===== src/rtl/lights_pkg.sv =====
`default_nettype none
// ============================================================================
// Module      : lights_pkg
// Description : Shared types and constants for the lights scheduler. Contains
//               the scheduler state encoding, the pattern type, the speed-select
//               codes and a helper that derives the step period.
// Ports       : none (package)
// Revision    : 1.0 - initial release
// ============================================================================
package lights_pkg;

    // Scheduler states. The encoding is given an explicit width and explicit
    // values so the state register is stable across tools.
    typedef enum logic [1:0] {
        RUN    = 2'd0,
        PAUSE  = 2'd1,
        SWITCH = 2'd2
    } sched_state_t;

    // Pattern currently driven into the lights FSM.
    typedef logic [1:0] mode_t;

    // Speed-select codes (SW[3:2]). Each step halves the step period.
    localparam logic [1:0] SPEED_DIV1 = 2'd0;
    localparam logic [1:0] SPEED_DIV2 = 2'd1;
    localparam logic [1:0] SPEED_DIV4 = 2'd2;
    localparam logic [1:0] SPEED_DIV8 = 2'd3;

    // Step period in clk cycles for a given base period and speed code.
    function automatic logic [31:0] step_limit(input int unsigned tick_cycles,
                                               input logic [1:0]   spd);
        return 32'(tick_cycles) >> spd;
    endfunction

endpackage : lights_pkg
`default_nettype wire


===== src/rtl/lights_scheduler_sync2.sv =====
`default_nettype none
// ============================================================================
// Module      : sync2
// Description : Parameterised-width two-flop synchroniser for slow,
//               asynchronous switch inputs. Each bit is synchronised
//               independently; the inputs are quasi-static switches, so no
//               multi-bit coherency is needed.
// Ports       : clk     - destination clock
//               reset_n - asynchronous active-low reset (outputs clear to 0)
//               d       - asynchronous input bus
//               q       - synchronised output bus
// Revision    : 1.0 - initial release
// ============================================================================
module sync2 #(
    parameter int WIDTH = 1
) (
    input  logic             clk,
    input  logic             reset_n,
    input  logic [WIDTH-1:0] d,
    output logic [WIDTH-1:0] q
);

    logic [WIDTH-1:0] r_meta;
    logic [WIDTH-1:0] r_sync;

    always_ff @(posedge clk or negedge reset_n) begin
        if (!reset_n) begin
            r_meta <= '0;
            r_sync <= '0;
        end else begin
            r_meta <= d;
            r_sync <= r_meta;
        end
    end

    assign q = r_sync;

endmodule : sync2
`default_nettype wire


===== src/rtl/lights_scheduler.sv =====
`default_nettype none
// ============================================================================
// Module      : lights_scheduler
// Description : Sequences the lights FSM from the full-rate system clock.
//               Produces a one-cycle step enable at a switch-selectable rate,
//               and applies pattern changes only at step boundaries, issuing a
//               one-cycle clear so the lights FSM restarts in the new pattern.
// Ports       : clk      - system clock (CLOCK_50)
//               reset_n  - asynchronous active-low reset
//               mode_req - requested pattern (SW[1:0]), asynchronous
//               speed    - rate select (SW[3:2]), asynchronous;
//                          step period = TICK_CYCLES >> speed
//               pause    - hold request (SW[4]), asynchronous
//               step     - one-cycle step enable to lights
//               clear    - one-cycle pattern restart to lights
//               mode     - pattern currently applied to lights
//               pending  - synchronised request differs from mode
//               running  - high while in RUN
// Revision    : 1.0 - initial release
// ============================================================================
module lights_scheduler
    import lights_pkg::*;
#(
    parameter int TICK_CYCLES = 25_000_000,  // must be >= 8
    parameter int CNT_W       = $clog2(TICK_CYCLES)
) (
    input  logic       clk,
    input  logic       reset_n,
    input  logic [1:0] mode_req,
    input  logic [1:0] speed,
    input  logic       pause,
    output logic       step,
    output logic       clear,
    output logic [1:0] mode,
    output logic       pending,
    output logic       running
);

    // ------------------------------------------------------------------
    // Input synchronisation: all five switch bits share one synchroniser.
    // ------------------------------------------------------------------
    logic [4:0] w_sw_s;
    mode_t      w_mode_req_s;
    logic [1:0] w_speed_s;
    logic       w_pause_s;

    sync2 #(
        .WIDTH (5)
    ) u_sync2 (
        .clk     (clk),
        .reset_n (reset_n),
        .d       ({pause, speed, mode_req}),
        .q       (w_sw_s)
    );

    assign w_mode_req_s = w_sw_s[1:0];
    assign w_speed_s    = w_sw_s[3:2];
    assign w_pause_s    = w_sw_s[4];

    // ------------------------------------------------------------------
    // Registers
    // ------------------------------------------------------------------
    sched_state_t     r_state;
    logic [CNT_W-1:0] r_cnt;
    mode_t            r_mode;
    logic             r_step;
    logic             r_clear;
    logic             r_pending;
    logic             r_running;

    // ------------------------------------------------------------------
    // Step period. The limit itself may need one bit more than the counter
    // (limit == 2**CNT_W when TICK_CYCLES is a power of two), so compare in
    // 32 bits. Using ">=" rather than "==" makes a speed increase mid-count
    // fire on the next edge instead of running past the new limit.
    // ------------------------------------------------------------------
    logic [31:0] w_limit;
    logic [31:0] w_limit_m1;
    logic        w_at_tick;
    logic        w_mode_diff;

    assign w_limit     = step_limit(TICK_CYCLES, w_speed_s);
    assign w_limit_m1  = w_limit - 32'd1;
    assign w_at_tick   = (32'(r_cnt) >= w_limit_m1);
    assign w_mode_diff = (w_mode_req_s != r_mode);

    // ------------------------------------------------------------------
    // Next-state logic
    // ------------------------------------------------------------------
    sched_state_t w_state_nxt;

    always_comb begin
        w_state_nxt = r_state;
        case (r_state)
            RUN: begin
                // Pause wins over a coincident tick.
                if (w_pause_s) begin
                    w_state_nxt = PAUSE;
                end else if (w_at_tick && w_mode_diff) begin
                    w_state_nxt = SWITCH;
                end
            end
            PAUSE: begin
                if (!w_pause_s) begin
                    w_state_nxt = w_mode_diff ? SWITCH : RUN;
                end
            end
            SWITCH: begin
                w_state_nxt = RUN;
            end
            default: begin
                w_state_nxt = RUN;
            end
        endcase
    end

    // ------------------------------------------------------------------
    // Output / datapath logic: next values of the registered outputs.
    // ------------------------------------------------------------------
    logic [CNT_W-1:0] w_cnt_nxt;
    mode_t            w_mode_nxt;
    logic             w_step_nxt;
    logic             w_clear_nxt;
    logic             w_pending_nxt;
    logic             w_running_nxt;

    always_comb begin
        w_cnt_nxt     = r_cnt;
        w_mode_nxt    = r_mode;
        w_step_nxt    = 1'b0;
        w_clear_nxt   = 1'b0;
        w_pending_nxt = w_mode_diff;
        w_running_nxt = (w_state_nxt == RUN);
        case (r_state)
            RUN: begin
                if (!w_pause_s) begin
                    if (w_at_tick) begin
                        w_cnt_nxt = '0;
                        // A tick that starts a pattern switch is swallowed so
                        // the old pattern never advances past the boundary.
                        w_step_nxt = !w_mode_diff;
                    end else begin
                        w_cnt_nxt = r_cnt + CNT_W'(1);
                    end
                end
            end
            SWITCH: begin
                // mode_req_s is re-sampled here; a later change waits for
                // the next tick.
                w_mode_nxt  = w_mode_req_s;
                w_clear_nxt = 1'b1;
                w_cnt_nxt   = '0;
            end
            PAUSE: begin
                // Count held so the step period resumes where it stopped.
            end
            default: begin
                w_cnt_nxt = '0;
            end
        endcase
    end

    // ------------------------------------------------------------------
    // State and output registers
    // ------------------------------------------------------------------
    always_ff @(posedge clk or negedge reset_n) begin
        if (!reset_n) begin
            r_state   <= RUN;
            r_cnt     <= '0;
            r_mode    <= '0;
            r_step    <= 1'b0;
            r_clear   <= 1'b0;
            r_pending <= 1'b0;
            r_running <= 1'b1;
        end else begin
            r_state   <= w_state_nxt;
            r_cnt     <= w_cnt_nxt;
            r_mode    <= w_mode_nxt;
            r_step    <= w_step_nxt;
            r_clear   <= w_clear_nxt;
            r_pending <= w_pending_nxt;
            r_running <= w_running_nxt;
        end
    end

    assign step    = r_step;
    assign clear   = r_clear;
    assign mode    = r_mode;
    assign pending = r_pending;
    assign running = r_running;

endmodule : lights_scheduler
`default_nettype wire


===== config.mk =====
export PLATFORM = sky130hd
export DESIGN_NAME = lights_scheduler
export DESIGN_NICKNAME = d
export VERILOG_FILES = /design/src/rtl/lights_pkg.sv /design/src/rtl/lights_scheduler_sync2.sv /design/src/rtl/lights_scheduler.sv
export SDC_FILE = /design/constraint.sdc
export NUM_CORES = 1
export LEC_CHECK = 0
export BUFFER_PORTS_ARGS = -buffer_cell sky130_fd_sc_hd__buf_2
export CAP_MARGIN = 20
export CORE_MARGIN = 3
export CORE_UTILIZATION = 36
export CTS_CLUSTER_SIZE = 24
export DETAILED_ROUTE_END_ITERATION = 8
export PLACE_DENSITY = 0.53
export SLEW_MARGIN = 20
export SYNTH_ARGS = -nofsm -noshare
export SYNTH_HDL_FRONTEND = slang
export SYNTH_HIERARCHICAL = 1
export SYNTH_SLANG_ARGS = --single-unit

===== constraint.sdc =====
create_clock -name clk -period 6.3 [get_ports clk]
set_input_delay 1.26 -clock clk [delete_from_list [all_inputs] [get_ports clk]]
set_output_delay 1.26 -clock clk [all_outputs]
set_load 0.005 [all_outputs]

==> flow_metrics.tcl, run 1 <==
set metrics [dict create \
    status "complete, no violations" \
    start_util_pct 38.1 \
    grt_max_degree 44 \
    dieArea_mm2 0.00791 \
    clkPwrFrac_pct 34.7 \
    slowest_stage "or4_4" \
    layout.cells.most_common_list "dfrtp_1 (42), nand2_1 (33), nand4_1 (21), ha_1 (21), nor2_1 (20)" \
    slew_violations 0 \
    endpoint_kind "flip-flop" \
    rows 29 \
    tns_ns 0 \
    synthFlopType "dfrtp_1" \
    dr_wl_met3_um 143 \
    crit_buf_inv 2 \
    rsz0062_at_grt "no" \
    fmax_ghz 0.329 \
    grt_antenna_before_repair 0 \
    grt_pass1_vias 1938 \
    cts_max_path_buffers 2 \
    route.met2.wl_mm 2.59 \
    netlist_area_mm2 0.00248 \
    detail-route-antenna-nets 0 \
    grtUsageTotal_pct 16.1 \
    wirelength_mm 5.69 \
    routedWlPerCell_um 16.6 \
    grt_overflow_total 0 \
    drive_gt1_share_pct 12.5 \
    setup_viol 0 \
    die_h_um 89.0 \
    clk_latency_ns 0.30 \
    hpwl_mm 3.95 \
    intPower_mw 0.465 \
    cpPeakStageDelay_ns 0.56 \
    drc 0 \
    cts.reportedPaths.clkPinSlew_ns 0.09 \
    vias_per_cell 5.82 \
    postCtsSetupBuffers 0 \
    synth_edf_count 0 \
    ys_ff_latch 43 \
    worstSetupPathType "reg2reg" \
    seq_area_frac_synth_pct 43.5 \
    gp_congestion 0.823 \
    relSlewSlack_pct 52.3 \
    netSwitchingPower_mw 0.189 \
    grt_pass1_wl_mm 9.83 \
    numCtsBuffers 5 \
    final.min_clock_period_ns 3.04 \
    dp.cells 334 \
    die_w_um 89.0 \
    cts_hold_repair.buffers 0 \
    num_antenna_cells 0 \
    ys_async_sr_fraction_pct 100 \
    vias 1989 \
    syn_inst 256 \
    nets 292 \
    power_mw 0.654 \
    top_layer "met4" \
    ctsResizeCount 0 \
    ir_worst_vdd_v 0.000117 \
    p_seq_share_pct 49.2 \
    design.core.area_mm2 0.00649 \
    cts_root_buf "clkbuf_8" \
    crit_arrival_ns 3.20 \
    portBuffers 12 \
    io_pins 13 \
    yosysWarnings 6 \
    worstPathCellList "inv_1, nor2_1, inv_1, ha_1, nand2_1, or4_4, o32a_4, nand2_1, o311ai_0" \
    fin_cells 342 \
    switching_share_pct 28.9 \
    clock_skew_ns 0.00435 \
    combPwrFrac_pct 16.1 \
    syn_avg_cell_area_um2 9.68 \
    htree_num_levels 2 \
    met1_length_mm 2.86 \
    drtIter0Drc 92 \
    worstPathRequired_ns 6.45 \
    worstPathMaxFanout 26 \
    crit_family "simple AND/OR/NAND/NOR gates" \
    hp-class "reg2reg" \
    hold_violations 0 \
    tritoncts "yes" \
    dr.pass1.iters 4 \
    worst_setup_path_start_kind "flip-flop" \
    maxCapViolations 0 \
    leakagePower_nw 1.17 \
    tightest_slew_ns 0.711 \
    numClockSinks 43 \
    area_growth_pct 9.24 \
    layout_commonest_cell "dfrtp_1" \
    fin_crit_sh_pct 48.3 \
    powerDensity_mw_per_mm2 242 \
    ys_types 47 \
]
-- final cells by class --
class	count	area [um2]
Inverter	8	30.0
Clock inverter	3	47.5
Fill cell	659	3790
Sequential cell	43	1080
Multi-Input combinational cell	192	1310
Timing Repair Buffer	14	77.6
Tap cell	77	96.3
Clock buffer	5	68.8
-- power groups by stage --
stage	logic [mW]	registers [mW]	clock network (mW)
finish	0.105	0.322	0.227
global route	0.118	0.327	0.250
CTS	0.107	0.322	0.236
detailed placement	0.107	0.328	0
global placement	0.107	0.327	0
floorplan	0.0717	0.324	0
-- synthesized netlist by cell type, types with 4 or more instances --
library cell,count,area [um2]
a21oi_1,7,35.0
a22o_1,4,35.0
and4_1,5,43.8
clkbuf_1,9,33.8
dfrtp_1,42,1050
ha_1,21,263
inv_1,8,30.0
nand2_1,33,124
nand3_1,14,70.1
nand4_1,21,131
nor2_1,20,75.1
o21ai_0,4,20.0
o311ai_0,10,87.6
xnor2_1,4,35.0
-- state kept, by name (all words and copies together), names as in the netlist --
signal          flops
r_state             2
running             1
u_sync2/q           5
clear               1
step                1
u_sync2/r_meta      5
mode                2
r_cnt              25
pending             1
-- routing by layer --
layer / vias up / GRT usage [%]
li1: 972 / -
met1: 981 / 22.8
met2: 26 / 24.8
met3: 10 / 3.13
met4: 0 / 5.41
met5: - / 0
-- kinds of logic (layout without fill, tap and decap cells) --
group / Yosys count / in the layout / share of synthesized area [%]
AO/OA/AOI/OAI: 46 / 46 / 14.6
XOR/XNOR: 5 / 5 / 1.77
adder cells (fa/ha/maj): 21 / 21 / 10.6
buffers and inverters: 22 / 30 / 3.84
flip-flops: 43 / 43 / 43.5
multiplexers: 4 / 4 / 1.72
other: 2 / 3 / 0.303
AND/OR/NAND/NOR: 113 / 113 / 23.7
-- stage by stage --
step                instance area [um2]  hold WS, ns  util (%)  setup WS, ns
floorplan                          2480        0.331         -          3.79
global placement                   2590        0.333      39.8          3.28
detailed placement                 2590        0.335      39.8          3.27
CTS                                2700        0.356      41.6          3.22
global route                       2710        0.376      41.7          2.97
finish                             2710        0.354      41.7          3.26
-- worst register-to-register path: stages, from the launching register on --
cell	delay, ns
dfrtp_1	0.44
inv_1	0.10
nor2_1	0.18
inv_1	0.06
ha_1	0.29
nand2_1	0.10
or4_4	0.56
o32a_4	0.46
nand2_1	0.48
o311ai_0	0.22
-- final timing paths --
check                                    end               from  cells past startpoint  slack, ns
worst max-delay path                r_cnt[7]       u_sync2/q[2]                      9       3.26
min in group asynchronous          r_cnt[21]            reset_n                      1       0.95
max in group asynchronous          r_cnt[11]            reset_n                      1       4.98
worst min register to register  u_sync2/q[2]  u_sync2/r_meta[2]                      0       0.35
worst max register to register      r_cnt[7]       u_sync2/q[2]                      9       3.26
worst min-delay path            u_sync2/q[2]  u_sync2/r_meta[2]                      0       0.35
(Power assumes the default switching activity.)
==> run 2, diff against run 1 <==
clock period = 3 ns   (was 6.3 ns; I/O delays follow)
==> flow_metrics.tcl, run 2 (synthesized netlist as in run 1, its figures left out) <==
set metrics [dict create \
    clk_latency_ns 0.31 \
    dieArea_mm2 0.00791 \
    relSlewSlack_pct 55.3 \
    cts_root_buf "clkbuf_8" \
    wirelength_mm 5.70 \
    largest_register "r_cnt" \
    start_util_pct 38.1 \
    numCtsBuffers 5 \
    status "complete, no violations" \
    grt_max_degree 44 \
    tns_ns 0 \
    worstSetupPathType "reg2reg" \
    fin_crit_sh_pct 95.3 \
    numClockSinks 43 \
    die_w_um 89.0 \
    powerDensity_mw_per_mm2 481 \
    layout.cells.most_common_list "dfrtp_1 (41), nand2_1 (32), nand4_1 (21), ha_1 (21), nor2_1 (18)" \
    drc 0 \
    worst_setup_path_start_kind "flip-flop" \
    clock_skew_ns 0.0105 \
    grt_antenna_before_repair 0 \
    dr.pass1.iters 4 \
    portBuffers 12 \
    crit_arrival_ns 3.05 \
    setup_viol 0 \
    dp_slack_ns -0.0227 \
    die_h_um 89.0 \
    nets 297 \
    drive_gt1_share_pct 15.6 \
    num_antenna_cells 0 \
    detail-route-antenna-nets 0 \
    dp.cells 339 \
    tightest_slew_ns 0.665 \
    tritoncts "yes" \
    fin_ws_ns 0.141 \
    area_growth_pct 10.4 \
    grt_pass1_vias 1811 \
    leakagePower_nw 1.18 \
    worstPathMaxFanout 25 \
    gp_congestion 0.838 \
    cts_max_path_buffers 2 \
    largest_reg_flops 25 \
    hp-class "in2async" \
    rsz0062_at_grt "no" \
    maxCapViolations 0 \
    vias 1990 \
    grtUsageTotal_pct 15.6 \
    grt_overflow_total 0 \
    vias_per_cell 5.73 \
    drtIter0Drc 120 \
    postCtsSetupBuffers 0 \
    io_pins 13 \
    rows 29 \
    fin_util_pct 42.1 \
    final.min_clock_period_ns 2.86 \
    routedWlPerCell_um 16.4 \
    fmax_ghz 0.350 \
    power_mw 1.32 \
    ir_worst_vdd_v 0.000283 \
    slew_violations 0 \
    hold_violations 0 \
    worstPathRequired_ns 3.20 \
    hpwl_mm 3.99 \
    htree_num_levels 2 \
    fin_cells 347 \
    design.core.area_mm2 0.00649 \
    grt_pass1_wl_mm 9.39 \
    layout_commonest_cell "dfrtp_1" \
    endpoint_kind "flip-flop" \
    cts.reportedPaths.clkPinSlew_ns 0.09 \
]
[run 2: where the power goes]
| group | total (mW) | switching, mW | internal, mW | leakage, nW |
|---|---|---|---|---|
| clock | 0.411 | 0.222 | 0.188 | 0.0474 |
| sequential | 0.677 | 0.0434 | 0.633 | 0.560 |
| combinational | 0.229 | 0.132 | 0.0971 | 0.577 |
[run 2: repair_timing]
item	in CTS	in global routing
gates resized for setup	1	3
setup endpoints to repair	4	17
hold buffers	0	0
[run 2: final timing paths]
| kind | start | endpoint | slack [ns] | cells after the start |
|---|---|---|---|---|
| max | u_sync2/q[2] | r_cnt[21] | 0.14 | 9 |
| min | reset_n | r_cnt[17] | 0.27 | 1 |
| max reg2reg | u_sync2/q[2] | r_cnt[21] | 0.14 | 9 |
| min reg2reg | u_sync2/r_meta[0] | u_sync2/q[0] | 0.35 | 0 |
| max in group asynchronous | reset_n | u_sync2/q[2] | 2.31 | 1 |
| min in group clk | u_sync2/r_meta[0] | u_sync2/q[0] | 0.35 | 0 |
[run 2: critical path, stage by stage (launching register included)]
cell and delay [ns]:
dfrtp_2 0.45, nor2_2 0.19, inv_1 0.11, ha_1 0.31, nand4_1 0.11, or4_4 0.51, o32a_4 0.33, buf_4 0.23
and2_4 0.20, a221o_1 0.29
[run 2: metal layers]
metal / GRT usage [%] / vias to the layer above / part of all wire [%]
met3: 3.50 / 6 / 4.1
li1: - / 977 / -
met5: 0 / - / 0
met1: 21.7 / 957 / 48
met4: 5.41 / 0 / 1.1
met2: 24.2 / 50 / 47
[run 2: final cells by class]
cell class              instances  area [um2]
fillers                       629        3760
well taps                      77        96.3
inverters                       8        30.0
clock buffers                   6        82.6
flip-flops and latches         43        1080
multi-input cells             192        1320
clock inverters                 2        16.3
repair buffers                 19         115
[run 2: per-stage QoR]
stage          hold slack [ns]  area (um2)
6_report                 0.271        2740
5_1_grt                  0.312        2740
4_1_cts                  0.355        2730
3_5_place_dp             0.336        2630
3_3_place_gp             0.333        2630
2_1_floorplan            0.304        2480
